<file path="src/rtl/seg7_scan_driver.sv">
// seg7_scan_driver: time-multiplexed common-anode 7-segment driver with shadowed data and leading-zero blanking
module seg7_scan_driver #(
  parameter int NUM_DIGITS  = 4,
  parameter int REFRESH_DIV = 50000,
  parameter int CNT_W       = (REFRESH_DIV > 1) ? $clog2(REFRESH_DIV) : 1,
  parameter int IDX_W       = (NUM_DIGITS > 1) ? $clog2(NUM_DIGITS) : 1
) (
  input  logic                    clk,
  input  logic                    rst,
  input  logic [4*NUM_DIGITS-1:0] value,
  input  logic [NUM_DIGITS-1:0]   dp_in,
  input  logic                    load,
  input  logic                    enable,
  input  logic                    blank_lz,
  output logic [NUM_DIGITS-1:0]   anode_n,
  output logic [6:0]              sevenseg,
  output logic                    dp_n,
  output logic [IDX_W-1:0]        digit_idx
);
  localparam logic [6:0] SEG [16] = '{
    7'h40, 7'h79, 7'h24, 7'h30, 7'h19, 7'h12, 7'h02, 7'h78,
    7'h00, 7'h18, 7'h08, 7'h03, 7'h27, 7'h21, 7'h06, 7'h0E
  };
  logic [CNT_W-1:0]        r_cnt;
  logic [IDX_W-1:0]        r_idx;
  logic [4*NUM_DIGITS-1:0] r_val;
  logic [NUM_DIGITS-1:0]   r_dp;
  logic [NUM_DIGITS-1:0]   r_anode;
  logic [6:0]              r_seg;
  logic                    r_dp_n;
  logic [NUM_DIGITS-1:0]   w_lz;
  logic                    w_run;
  logic                    w_wrap;
  logic                    w_blank;
  logic [3:0]              w_nib;
  // w_lz[i]: every nibble from the top down to i is zero with no DP lit
  always_comb begin
    w_run = 1'b1;
    w_lz  = '0;
    for (int i = NUM_DIGITS - 1; i >= 0; i--) begin
      w_run   = w_run & (r_val[4*i +: 4] == 4'h0) & ~r_dp[i];
      w_lz[i] = w_run;
    end
  end
  assign w_wrap  = r_cnt == CNT_W'(REFRESH_DIV - 1);
  assign w_nib   = r_val[4*r_idx +: 4];
  assign w_blank = ~enable | (blank_lz & (r_idx != '0) & w_lz[r_idx]);
  always_ff @(posedge clk) begin
    if (rst) begin
      r_cnt   <= '0;
      r_idx   <= '0;
      r_val   <= '0;
      r_dp    <= '0;
      r_anode <= '1;
      r_seg   <= 7'h7F;
      r_dp_n  <= 1'b1;
    end else begin
      r_cnt   <= w_wrap ? '0 : r_cnt + 1'b1;
      r_idx   <= !w_wrap ? r_idx : (r_idx == IDX_W'(NUM_DIGITS - 1)) ? '0 : r_idx + 1'b1;
      r_val   <= load ? value : r_val;
      r_dp    <= load ? dp_in : r_dp;
      r_anode <= enable ? ~(NUM_DIGITS'(1) << r_idx) : '1;
      r_seg   <= w_blank ? 7'h7F : SEG[w_nib];
      r_dp_n  <= w_blank ? 1'b1 : ~r_dp[r_idx];
    end
  end
  assign anode_n   = r_anode;
  assign sevenseg  = r_seg;
  assign dp_n      = r_dp_n;
  assign digit_idx = r_idx;
endmodule

</file>
<file path="config.mk">
export PLATFORM = sky130hd
export DESIGN_NAME = seg7_scan_driver
export DESIGN_NICKNAME = d
export VERILOG_FILES = /design/src/rtl/seg7_scan_driver.sv
export SDC_FILE = /design/constraint.sdc
export NUM_CORES = 1
export LEC_CHECK = 0
export ABC_AREA = 1
export BUFFER_PORTS_ARGS = -buffer_cell sky130_fd_sc_hd__buf_4
export CORE_ASPECT_RATIO = 1.5
export CORE_MARGIN = 2
export CORE_UTILIZATION = 40
export CTS_CLUSTER_DIAMETER = 150
export DETAILED_ROUTE_END_ITERATION = 10
export PLACE_DENSITY = 0.71
export SLEW_MARGIN = 30
export SYNTH_ARGS = -nofsm -noshare
export SYNTH_HDL_FRONTEND = slang
export SYNTH_SLANG_ARGS = --single-unit
</file>
<file path="constraint.sdc">
create_clock -name clk -period 4 [get_ports clk]
set_clock_uncertainty 0.05 [all_clocks]
set_input_delay 0.4 -clock clk [delete_from_list [all_inputs] [get_ports clk]]
set_output_delay 0.4 -clock clk [all_outputs]
set_load 0.02 [all_outputs]
</file>
[Word-level counts from Yosys, hierarchy flattened]
Memories as Yosys holds them, arrays and structs flattened. A register that Yosys moved wholly into a read port is not among the register bits.
Index checks and enable logic that the tools add are counted.
W data, S select, Z words.
Word-level totals
  input bits: 25
  output and inout bits: 14
  memory bits (read-only): 112
  register bits: 43
  memories kept: 1
Memories
  (no name shown): words 16, bits a word 7, rd ports 1, clocked after memory_dff 1, wr ports 0, line 63  | r_seg <= w_blank ? 7'h7F : SEG[w_nib];
Operators by class
  bitwise logic cells: 18
  add/sub/neg operators: 2
  eq/ne operators: 2
  muxes and demuxes: 5
  shift operators: 2
  magnitude comparators: 1
  reductions and logical operators: 8
Operators by type and width (count)
  $add A16 B1 Y16 const B: 1
  $eq A16 B16 Y1 const B: 1
  $logic_not A4 Y1: 4
  $shiftx A16 B5 Y4: 1
  $and A1 B1 Y1: 9
  $not A1 Y1: 6
  $reduce_or A2 Y1: 3
  $not A4 Y5: 1
  $bmux W1 S2: 2
  $not A4 Y4: 1
  $shl A1 B2 Y4 const A: 1
  $lt A2 B3 Y1 const B: 1
  $add A2 B1 Y2 const B: 1
  $eq A2 B2 Y1 const B: 1
  $mux W1: 2
  $mux W2: 1
  $reduce_bool A2 Y1: 1
  $or A1 B1 Y1: 1

[Logic depth before layout (Yosys ltp)]
Gate-level depths: netlist (run 1).
  word-level depth: 13
  depth in mapped cells: 13
  gate-level depth less buffers: 12

[Least setup slack after synthesis (run 1)]
No wires, ideal clock.
  path type: register -> register
  start point: register r_idx[1] (netlist: digit_idx[1])
  end point: register r_seg[3] (netlist: sevenseg[3])
  data required time: 3.822 ns
  period minus slack after synthesis: 1.778 ns
  path slack: 2.222 ns
  buffers on the path: 2
  cell stages (with the launch flop): 12
  data arrival time: 1.601 ns
  setup time: 0.128 ns
  cells stage by stage: dfxtp_1 -> buf_4 -> inv_2 -> buf_4 -> nand3_1 -> nand2_2 -> ha_1 -> inv_1 -> nand2_1 -> nand3_1 -> nand2_1 -> nand2_1
Between the ends
  cells in the longest elaborated chain, start to end: 5
Ends and longest elaborated chain
  start, declared: line 25  | logic [IDX_W-1:0] r_idx;
  start signal, assigned: line 59  | r_idx <= !w_wrap ? r_idx : (r_idx == IDX_W'(NUM_DIGITS - 1)) ? '0 : r_idx + 1'b1;
  $bmux W1 S2 / $reduce_bool A2 Y1 (equally long branches): line 47  | assign w_blank = ~enable | (blank_lz & (r_idx != '0) & w_lz[r_idx]);
  $mux W1 (not written as such) / $and A1 B1 Y1 (equally long branches): line 47
  $and A1 B1 Y1: line 47
  $or A1 B1 Y1: line 47
  $reduce_or A2 Y1 (no source line)
  end, declared: line 29  | logic [6:0] r_seg;
Parallel ways exist; a longest one is shown, timed or not. The select of a mux whose other input is x is not followed.
A chain may end at the register's enable or synchronous reset.

[Final worst setup path (run 1)]
  start point: register r_idx[0] (netlist: digit_idx[0])
  end point: register r_seg[5] (netlist: sevenseg[5])
The elaborated chain is that of the path after synthesis.

==> results of run 1 <==
[power by group]
part,internal (W),switching (W),total (W)
logic,0.0000512,0.0000703,0.000121
registers,0.000520,0.0000122,0.000532
clock network,0.000159,0.000168,0.000327
total,0.000730,0.000251,0.000980
[metrics by stage]
stage / utilization (%) / cell area, µm² / instances / setup WS, ns
finish: 47.9 / 2930 / 474 / 1.92
global route: 47.9 / 2930 / 474 / 1.72
CTS: 47.9 / 2930 / 474 / 1.94
detailed placement: 46.1 / 2830 / 466 / 2.01
global placement: 46.1 / 2830 / 466 / 2.06
floorplan: - / 2520 / 365 / 2.22
[sequential cells by signal, summed over array words and instances, names as in the netlist]
| signal | cells |
|---|---|
| anode_n | 4 |
| digit_idx | 2 |
| dp_n | 1 |
| r_cnt | 16 |
| r_dp | 4 |
| r_val | 16 |
| sevenseg | 7 |
[routing by layer]
layer / share of wire [%] / GRT usage, % / wire length, µm
met5: 0 / 0 / 0
met4: 2.4 / 7.54 / 127
met3: 4.4 / 3.67 / 235
met2: 53 / 31.5 / 2850
met1: 40 / 18.3 / 2160
[kinds of logic after synthesis]
group	count (synthesis)
DFF	50
xor gates and xnor gates	4
adders and majority gates	10
and+or+nand+nor	199
AOI/OAI and AO/OA	50
buffers and inverters	52
[worst max path at each step]
| stage | cells after the start | endpoint | startpoint |
|---|---|---|---|
| floorplan | 11 | sevenseg[3]$_SDFF_PP1_ | digit_idx[1]$_SDFFE_PP0P_ |
| detailed placement | 10 | sevenseg[5]$_SDFF_PP1_ | digit_idx[0]$_SDFFE_PP0P_ |
| global route | 10 | sevenseg[5]$_SDFF_PP1_ | digit_idx[0]$_SDFFE_PP0P_ |
| finish | 10 | sevenseg[5]$_SDFF_PP1_ | digit_idx[0]$_SDFFE_PP0P_ |
| CTS | 10 | sevenseg[5]$_SDFF_PP1_ | digit_idx[0]$_SDFFE_PP0P_ |
| global placement | 10 | sevenseg[5]$_SDFF_PP1_ | digit_idx[0]$_SDFFE_PP0P_ |
[placed cells by master, fill, tap and decap left out]
cell type	Yosys	final
a21oi_2	1	1
clkinv_4	0	1
nor2_1	53	53
dfxtp_1	50	50
o21ai_1	1	1
a21oi_1	21	21
ha_1	10	10
inv_1	35	35
xor2_1	4	4
nand2_4	1	1
nand4_1	5	5
clkbuf_8	0	7
o21ai_0	27	27
nor2_4	3	3
inv_2	6	6
nor3_2	1	1
nand3_2	1	1
nand3_1	30	30
nor2_2	3	3
nor3_1	5	5
nand2_1	90	90
buf_4	4	38
or2_2	1	1
nand3_4	1	1
nand2_2	5	5
[layout make-up]
class                      instances  area [µm²]
timing repair buffer              38         285
sequential                        50        1000
multi-input combinational        263        1300
clock buffer                       7        96.3
tap                               74        92.6
clock inverter                     1        8.76
fill                             652        3200
inverter                          41         154
[critical path, cell delays in order, from the launching register on]
cell     delay, ns
dfxtp_1       0.65
inv_2         0.25
nand2_1       0.11
nand3_1       0.08
nand2_2       0.17
inv_2         0.06
ha_1          0.21
nand3_1       0.12
nand2_1       0.07
a21oi_1       0.14
nand2_1       0.07
==> metrics.txt, run 1 <==
I/O pin count 39; Synth Area in Simple Gates 35.1%; setup bufs post-CTS 0; dominant cell by count in the synthesized netlist nand2_1; PortBufs 38; Yosys top cell area share 39.8%; Wirelength per Cell 11.3 µm; Hold WC Path Type primary input to flip-flop; r2r setup slk 1.92 ns; Area contributors post-synth dfxtp_1 (40%), nand2_1 (13%), nor2_1 (7.9%), nand3_1 (6.0%), o21ai_0 (5.4%); syn nets 400; Max Slew Vio Count 0; Slew @ Worst Pin 0.757 ns; largest family of logic cells by synthesized area simple AND/OR/NAND/NOR gates; Initial Util 41.0%; clk sinks 50; Power Total 0.000980 W; Mapped Area between 0.002 and 0.003 mm²; Hold Crit Start value[0]; Die Y between 100 and 150 µm; reg2reg start digit_idx[0]$_SDFFE_PP0P_; later-pin clock latency in the skew report 0.31 ns; total negative slack 0 ns; Yosys reg bits 50; CTS resizes 0; Synth top cells by count nand2_1 (90), nor2_1 (53), dfxtp_1 (50), inv_1 (35), nand3_1 (30); fin crit share 52.0%; final setup vio count 0; routed wire length 5370 µm; YS warnings 0; Max H-tree Level 2; Synth Area in Adders 4.97%; GPL Wtd Cong 0.860; post-synthesis sequential area ratio slightly below 40%; Worst Hold End r_val[0]$_SDFFE_PP0P_; # Max-Cap Violations 0; TritonCTS clock tree built; full die area between 0.006 and 0.007 mm²; outcome complete, no violations; Compound-Gate Fraction of Synth Area 10.1%; largest net degree at the start of global routing 30; num rows 35; endpoints failing hold 0; Vias/cell 4.91; Pre-antenna DRT Iters 4; Lkg Pwr 1.29 nW; Synth Flop Type dfxtp_1; multiplexer area fraction after synthesis 0%; global-route wire length before repair 9270 µm; xor/xnor share of the synthesized area under 10%; RSZ-0062 raised after global routing false; Layout Nets 434; cells on worst reg2reg path 10; post-DP HPWL between 4000 and 5000 µm; critical-path maximum fanout 17; area delta synth->final 16.6%; Pwr Density 334 mW/mm²; GRT overflow 0; critical path arrival roughly 2.2 ns; drt drc 0; post-synth cell types 26; Core ar. 0.00613 mm²; Root Buffer clkbuf_8; post-route ant nets 0; post-layout min period 2.08 ns; Reg clk slew, reported paths 0.09 ns; vias in the first global route about 2200; Die X around 70 µm; routed vias 2327; DRT iter0 DRCs 92; ratio of cells with drive above 1 in the final layout 17.3%; hold slack ~0.26 ns; Synth Instances 365; area leader, netlist dfxtp_1; Critical Setup Path Class flip-flop to flip-flop; critical path data required time 4.14 ns; CTS Buffer Depth 2; Slew HR about half; maximum clock frequency between 400 and 500 MHz; number of hold buffers added after cts 0; worst reg2reg endpoint sevenseg[5]$_SDFF_PP1_; Post-synth EDFFs 0; fraction of registers with async set/reset 0%; n_diodes 0; syn_area_per_cell 6.89 µm²; peak supply drop just over 0.2 mV; CP Capture Type flip-flop; CP Launch Type flip-flop; GRT Total Usage 17.2%; CTS buffer count 5; Hold Crit Depth 3; initial antenna violation count 0
(Power assumes the default switching activity.)
==> inputs of run 2 (changes only) <==
ABC_AREA = 0   (was 1)
PLACE_DENSITY = 0.74   (was 0.71)
clock period = 1.9 ns   (was 4 ns; I/O delays follow)
==> metrics.txt, run 2 <==
Vias/cell 5.06; syn_area_per_cell 9.81 µm²; final setup vio count 0; Placed Cells 334; dominant cell by count in the synthesized netlist dfxtp_1; endpoints failing hold 0; YS warnings 0; Wirelength per Cell 13.8 µm; Core ar. 0.00541 mm²; fraction of registers with async set/reset 0%; post-layout min period 1.89 ns; cells on worst reg2reg path 7; CP Cell Sequence mux4_2 -> inv_4 -> ha_4 -> nand2_2 -> o21ai_2 -> o221ai_2 -> nand3_1; post-DP HPWL around 3500 µm; TritonCTS clock tree built; Die Y 95.4 µm; Synth Flop Type dfxtp_1; drt drc 0; Hold Crit Start value[1]; Lkg Pwr 1.16 nW; n_diodes 0; Initial Util just over 40%; Yosys reg bits 50; post-synth cell types 37; Post-synth EDFFs 0; Root Buffer clkbuf_8; Synth top cells by count dfxtp_1 (50), nor2_1 (44), mux2i_1 (24), nand2_1 (14), nand3_1 (13); Clk network pwr share 29.3%; GPL Wtd Cong between 0.8 and 0.9; commonest non-fill, non-tap cell in the layout buf_4; Worst Hold End r_val[1]$_SDFFE_PP0P_; worst reg2reg endpoint sevenseg[3]$_SDFF_PP1_; Mapped Area 0.00223 mm²; Max H-tree Level 2; Die X 64.9 µm; reg2reg start digit_idx[0]$_SDFFE_PP0P_; RSZ-0062 raised after global routing true; commonest cells after routing, fill and taps aside buf_4 (49), dfxtp_1 (48), nor2_1 (44); # Max-Cap Violations 0; CTS buffer count 5; CP Launch Type flip-flop; routed vias 1744; Area contributors post-synth dfxtp_1 (45%), mux2i_1 (11%), nor2_1 (7.4%), ha_1 (5.6%), mux4_1 (3.5%); num rows 33; later-pin clock latency in the skew report 0.30 ns; Reg clk slew, reported paths about 0.09 ns; area delta synth->final 24.2%; Synth Instances between 200 and 250; syn nets around 260; xor/xnor share of the synthesized area 5.51%; Gate power share 14.5%; post-synthesis sequential area ratio 45.0%; vias in the first global route 1708; critical-path maximum fanout 6; DRT iter0 DRCs 70; multiplexer area fraction after synthesis between 10% and 20%; slowest CP cell mux4_2; delay-heaviest family, CP multiplexers; PortBufs 38; Synth Area in Adders 5.62%; Hold WC Path Type primary input to flip-flop; fin crit share 99.3%; Synth Area in Simple Gates 18.9%; Pre-antenna DRT Iters 5; Yosys top cell area share 45.0%; GRT overflow 0; post-route ant nets 0; GRT Total Usage 16.5%; critical path data required time 2.02 ns; I/O pin count 39; outcome complete, no violations; Compound-Gate Fraction of Synth Area 4.27%; final std cells w/o fill about 350; full die area around 0.0062 mm²; Slew @ Worst Pin 0.345 ns; maximum clock frequency 530 MHz; initial antenna violation count 0; routed wire length 4750 µm; area leader, netlist dfxtp_1; largest family of logic cells by synthesized area simple AND/OR/NAND/NOR gates; Pwr Density 725 mW/mm²; Hold Crit Depth 3; Flop pwr share 56.2%; r2r setup slk 0.01 ns; Layout Nets 310; CP Capture Type flip-flop; peak supply drop 0.314 mV; CTS Buffer Depth 2; Psw 0.000506 W; Max Slew Vio Count 0; total negative slack 0 ns; Pint approximately 0.0015 W; Slew HR roughly three quarters; Net Sw Frac 25.2%; largest net degree at the start of global routing 26; clk sinks 50; Crit path largest cell delay 0.55 ns; Buf+Inv Stages, Crit Path 1; ratio of cells with drive above 1 in the final layout 25.8%; global-route wire length before repair 7780 µm; critical path arrival about 2 ns; Critical Setup Path Class flip-flop to flip-flop
## run 2: logic make-up after synthesis
group / after synthesis
xor gates and xnor gates: 14
AOI/OAI and AO/OA: 14
DFF: 50
buffers and inverters: 16
muxes: 31
adders and majority gates: 10
and+or+nand+nor: 92
## run 2: tightest hold or removal path, cell delays in order
cell and delay [ns]:
buf_4 0.08, mux2i_1 0.05, nor2_1 0.07
## run 2: how the worst max path moves through the flow
stage | slack (ns) | start | endpoint | depth (start not counted)
after floorplan | -0.04 | digit_idx[0]$_SDFFE_PP0P_ | sevenseg[3]$_SDFF_PP1_ | 8
after global placement | 0.11 | digit_idx[0]$_SDFFE_PP0P_ | sevenseg[3]$_SDFF_PP1_ | 7
after detailed placement | 0.01 | digit_idx[0]$_SDFFE_PP0P_ | sevenseg[3]$_SDFF_PP1_ | 7
after CTS | 0.01 | digit_idx[0]$_SDFFE_PP0P_ | sevenseg[3]$_SDFF_PP1_ | 7
after global routing | -0.04 | digit_idx[0]$_SDFFE_PP0P_ | sevenseg[3]$_SDFF_PP1_ | 7
final | 0.01 | digit_idx[0]$_SDFFE_PP0P_ | sevenseg[3]$_SDFF_PP1_ | 7
## run 2: metal layers
| layer | up-vias | track usage (%) | share of wire [%] |
|---|---|---|---|
| met5 | - | 0 | 0 |
| met4 | 0 | 10.8 | 4.9 |
| met3 | 17 | 3.42 | 3.6 |
| met2 | 52 | 28.8 | 52 |
| met1 | 794 | 17.8 | 40 |
| li1 | 881 | - | - |
## run 2: per-stage QoR
| step | utilization [%] | hold slack (ns) | worst slack [ns] | cell area (µm²) | total power, W |
|---|---|---|---|---|---|
| after floorplan | - | 0.287 | -0.0439 | 2240 | 0.00131 |
| after global placement | 48.8 | 0.371 | 0.115 | 2640 | 0.00142 |
| after detailed placement | 48.8 | 0.381 | 0.0110 | 2640 | 0.00143 |
| after CTS | 50.5 | 0.0721 | 0.00952 | 2730 | 0.00200 |
| after global routing | 51.1 | 0.0716 | -0.0412 | 2770 | 0.00209 |
| final | 51.1 | 0.0730 | 0.0125 | 2770 | 0.00200 |
## run 2: layout make-up
type / count / area (µm²)
Tap cell: 70 / 87.6
Clock buffer: 7 / 76.3
Timing Repair Buffer: 50 / 388
Multi-Input combinational cell: 161 / 1180
Sequential cell: 50 / 1010
Fill cell: 504 / 2640
Inverter: 7 / 28.8
## run 2: power groups by stage
stage               Clock, W  Sequential (W)  Combinational [W]
floorplan                  0         0.00117           0.000140
global placement           0         0.00115           0.000266
detailed placement         0         0.00115           0.000274
CTS                 0.000599         0.00113           0.000279
global route        0.000645         0.00113           0.000316
finish              0.000587         0.00113           0.000291
## run 2: what timing repair did
| action | in CTS | in global routing |
|---|---|---|
| pin swaps | 0 | 2 |
| setup buffers | 2 | 2 |
| setup endpoints to repair | 1 | 6 |
| hold buffers | 0 | 0 |
| resized for setup | 0 | 7 |
==> inputs of run 3 (changes only) <==
CORE_MARGIN = unset   (was 2)
PLACE_DENSITY = 0.71   (was 0.74)
TNS_END_PERCENT = 50   (was unset)
clock period = 1.8 ns   (was 1.9 ns; I/O delays follow)
==> metrics.txt, run 3 (synthesis results as in run 2) <==
global-route wire length before repair 7900 µm; final std cells w/o fill 352; Slew @ Worst Pin 0.373 ns; post-layout min period 1.80 ns; Worst Hold End r_val[1]$_SDFFE_PP0P_; Vias/cell between 5 and 6; critical path data required time 1.92 ns; ratio of cells with drive above 1 in the final layout 29.2%; Pwr Density 791 mW/mm²; area delta synth->final 28.5%; Layout Nets ~320; final setup vio count 0; Critical Setup Path Class flip-flop to flip-flop; drt drc 0; Root Buffer clkbuf_8; outcome complete, no violations; Hold WC Path Type primary input to flip-flop; Gate power share 13.3%; routed wire length 4670 µm; Die X 62.9 µm; CP Capture Type flip-flop; Net Sw Frac 23.9%; CP Launch Type flip-flop; post-DP HPWL 3620 µm; n_diodes 0; CP Cell Sequence mux4_2 -> inv_2 -> ha_4 -> nand2_2 -> o21ai_2 -> o221ai_2 -> nand3_1; r2r setup slk around 0.0017 ns; Wirelength per Cell 13.3 µm; endpoints failing hold 0; PortBufs 38; Placed Cells between 300 and 400; Lkg Pwr 1.21 nW; utilization after layout 54.5%; post-route ant nets 0; Pint 0.00172 W; Max Slew Vio Count 0; GPL Wtd Cong roughly 0.86; DRT iter0 DRCs 68; routed vias 1792; later-pin clock latency in the skew report 0.30 ns; CTS Buffer Depth 2; Power Total between 0.002 and 0.0025 W; vias in the first global route 1703; RSZ-0062 raised after global routing true; CTS buffer count 5; critical path arrival approximately 1.9 ns; Slew HR 75.0%; largest net degree at the start of global routing 25; Flop pwr share 52.6%; Pre-antenna DRT Iters 4; full die area just under 0.006 mm²; hold slack 0.0654 ns; Core ar. 0.00525 mm²; Hold Crit Start value[1]; Clk network pwr share 34.1%; cells on worst reg2reg path 7; Reg clk slew, reported paths 0.09 ns; TritonCTS clock tree built; Crit path largest cell delay 0.56 ns; initial antenna violation count 0; setup bufs post-CTS 0; Initial Util 42.4%; Psw 0.000540 W; Hold Crit Depth 3; reg2reg start digit_idx[0]$_SDFFE_PP0P_; peak supply drop 0.496 mV; CP startpoint digit_idx[0]$_SDFFE_PP0P_; # Max-Cap Violations 0; GRT overflow 0; commonest cells after routing, fill and taps aside buf_4 (57), dfxtp_1 (49), nor2_1 (44); fin crit share 99.9%; Die Y between 90 and 100 µm; slowest CP cell mux4_2; worst reg2reg endpoint sevenseg[3]$_SDFF_PP1_; I/O pin count 39; GRT Total Usage approximately 17%; clk sinks 50; maximum clock frequency 556 MHz; critical-path maximum fanout 5; Max H-tree Level 2; num rows 32; commonest non-fill, non-tap cell in the layout buf_4; total negative slack 0 ns
==> run 3: how the worst max path moves through the flow <==
stage,end
floorplan,sevenseg[3]$_SDFF_PP1_
global placement,sevenseg[3]$_SDFF_PP1_
detailed placement,sevenseg[3]$_SDFF_PP1_
CTS,sevenseg[3]$_SDFF_PP1_
global route,sevenseg[3]$_SDFF_PP1_
finish,sevenseg[3]$_SDFF_PP1_
==> run 3: layout make-up <==
class                           instances  area (µm²)
Multi-Input combinational cell        161        1190
Tap cell                               68        85.1
Fill cell                             486        2380
Clock buffer                            5        68.8
Inverter                                7        28.8
Clock inverter                          3        40.0
Sequential cell                        50        1000
Timing Repair Buffer                   58         439
==> run 3: power groups by stage <==
stage	sequential (W)	combinational, W	clock [W]
after detailed placement	0.00121	0.000294	0
after global routing	0.00120	0.000330	0.000834
final	0.00119	0.000301	0.000771
after floorplan	0.00123	0.000148	0
after CTS	0.00119	0.000295	0.000794
after global placement	0.00121	0.000290	0
==> run 3: worst max-delay path, delay by kind of cell, from the launching register on <==
family / cells / cell delay, ns
buffers and inverters: 1 / 0.10
multiplexers: 1 / 0.56
adder cells (fa/ha/maj): 1 / 0.21
AND/OR/NAND/NOR: 2 / 0.16
AO/OA/AOI/OAI: 2 / 0.21
flip-flops: 1 / 0.37
==> run 3: what timing repair did <==
action / CTS / global route
resized for setup: 0 / 8
hold buffers: 0 / 0
setup endpoints to repair: 2 / 9
pin swaps: 0 / 2
endpoints found under the hold margin: 0 / 0
==> run 3: per-stage QoR <==
stage	cell area, µm²	setup WS, ns
6_report	2860	0.00172
4_1_cts	2820	-0.0476
3_5_place_dp	2710	-0.0340
2_1_floorplan	2240	-0.144
5_1_grt	2860	-0.106
3_3_place_gp	2710	0.0501
==> run 3: routing by layer <==
layer	track usage [%]	part of all wire [%]	vias up
met5	0	0	-
met4	7.17	2.4	0
met3	3.41	2.7	9
met2	32.1	54	33
met1	18.4	41	855
li1	-	-	895
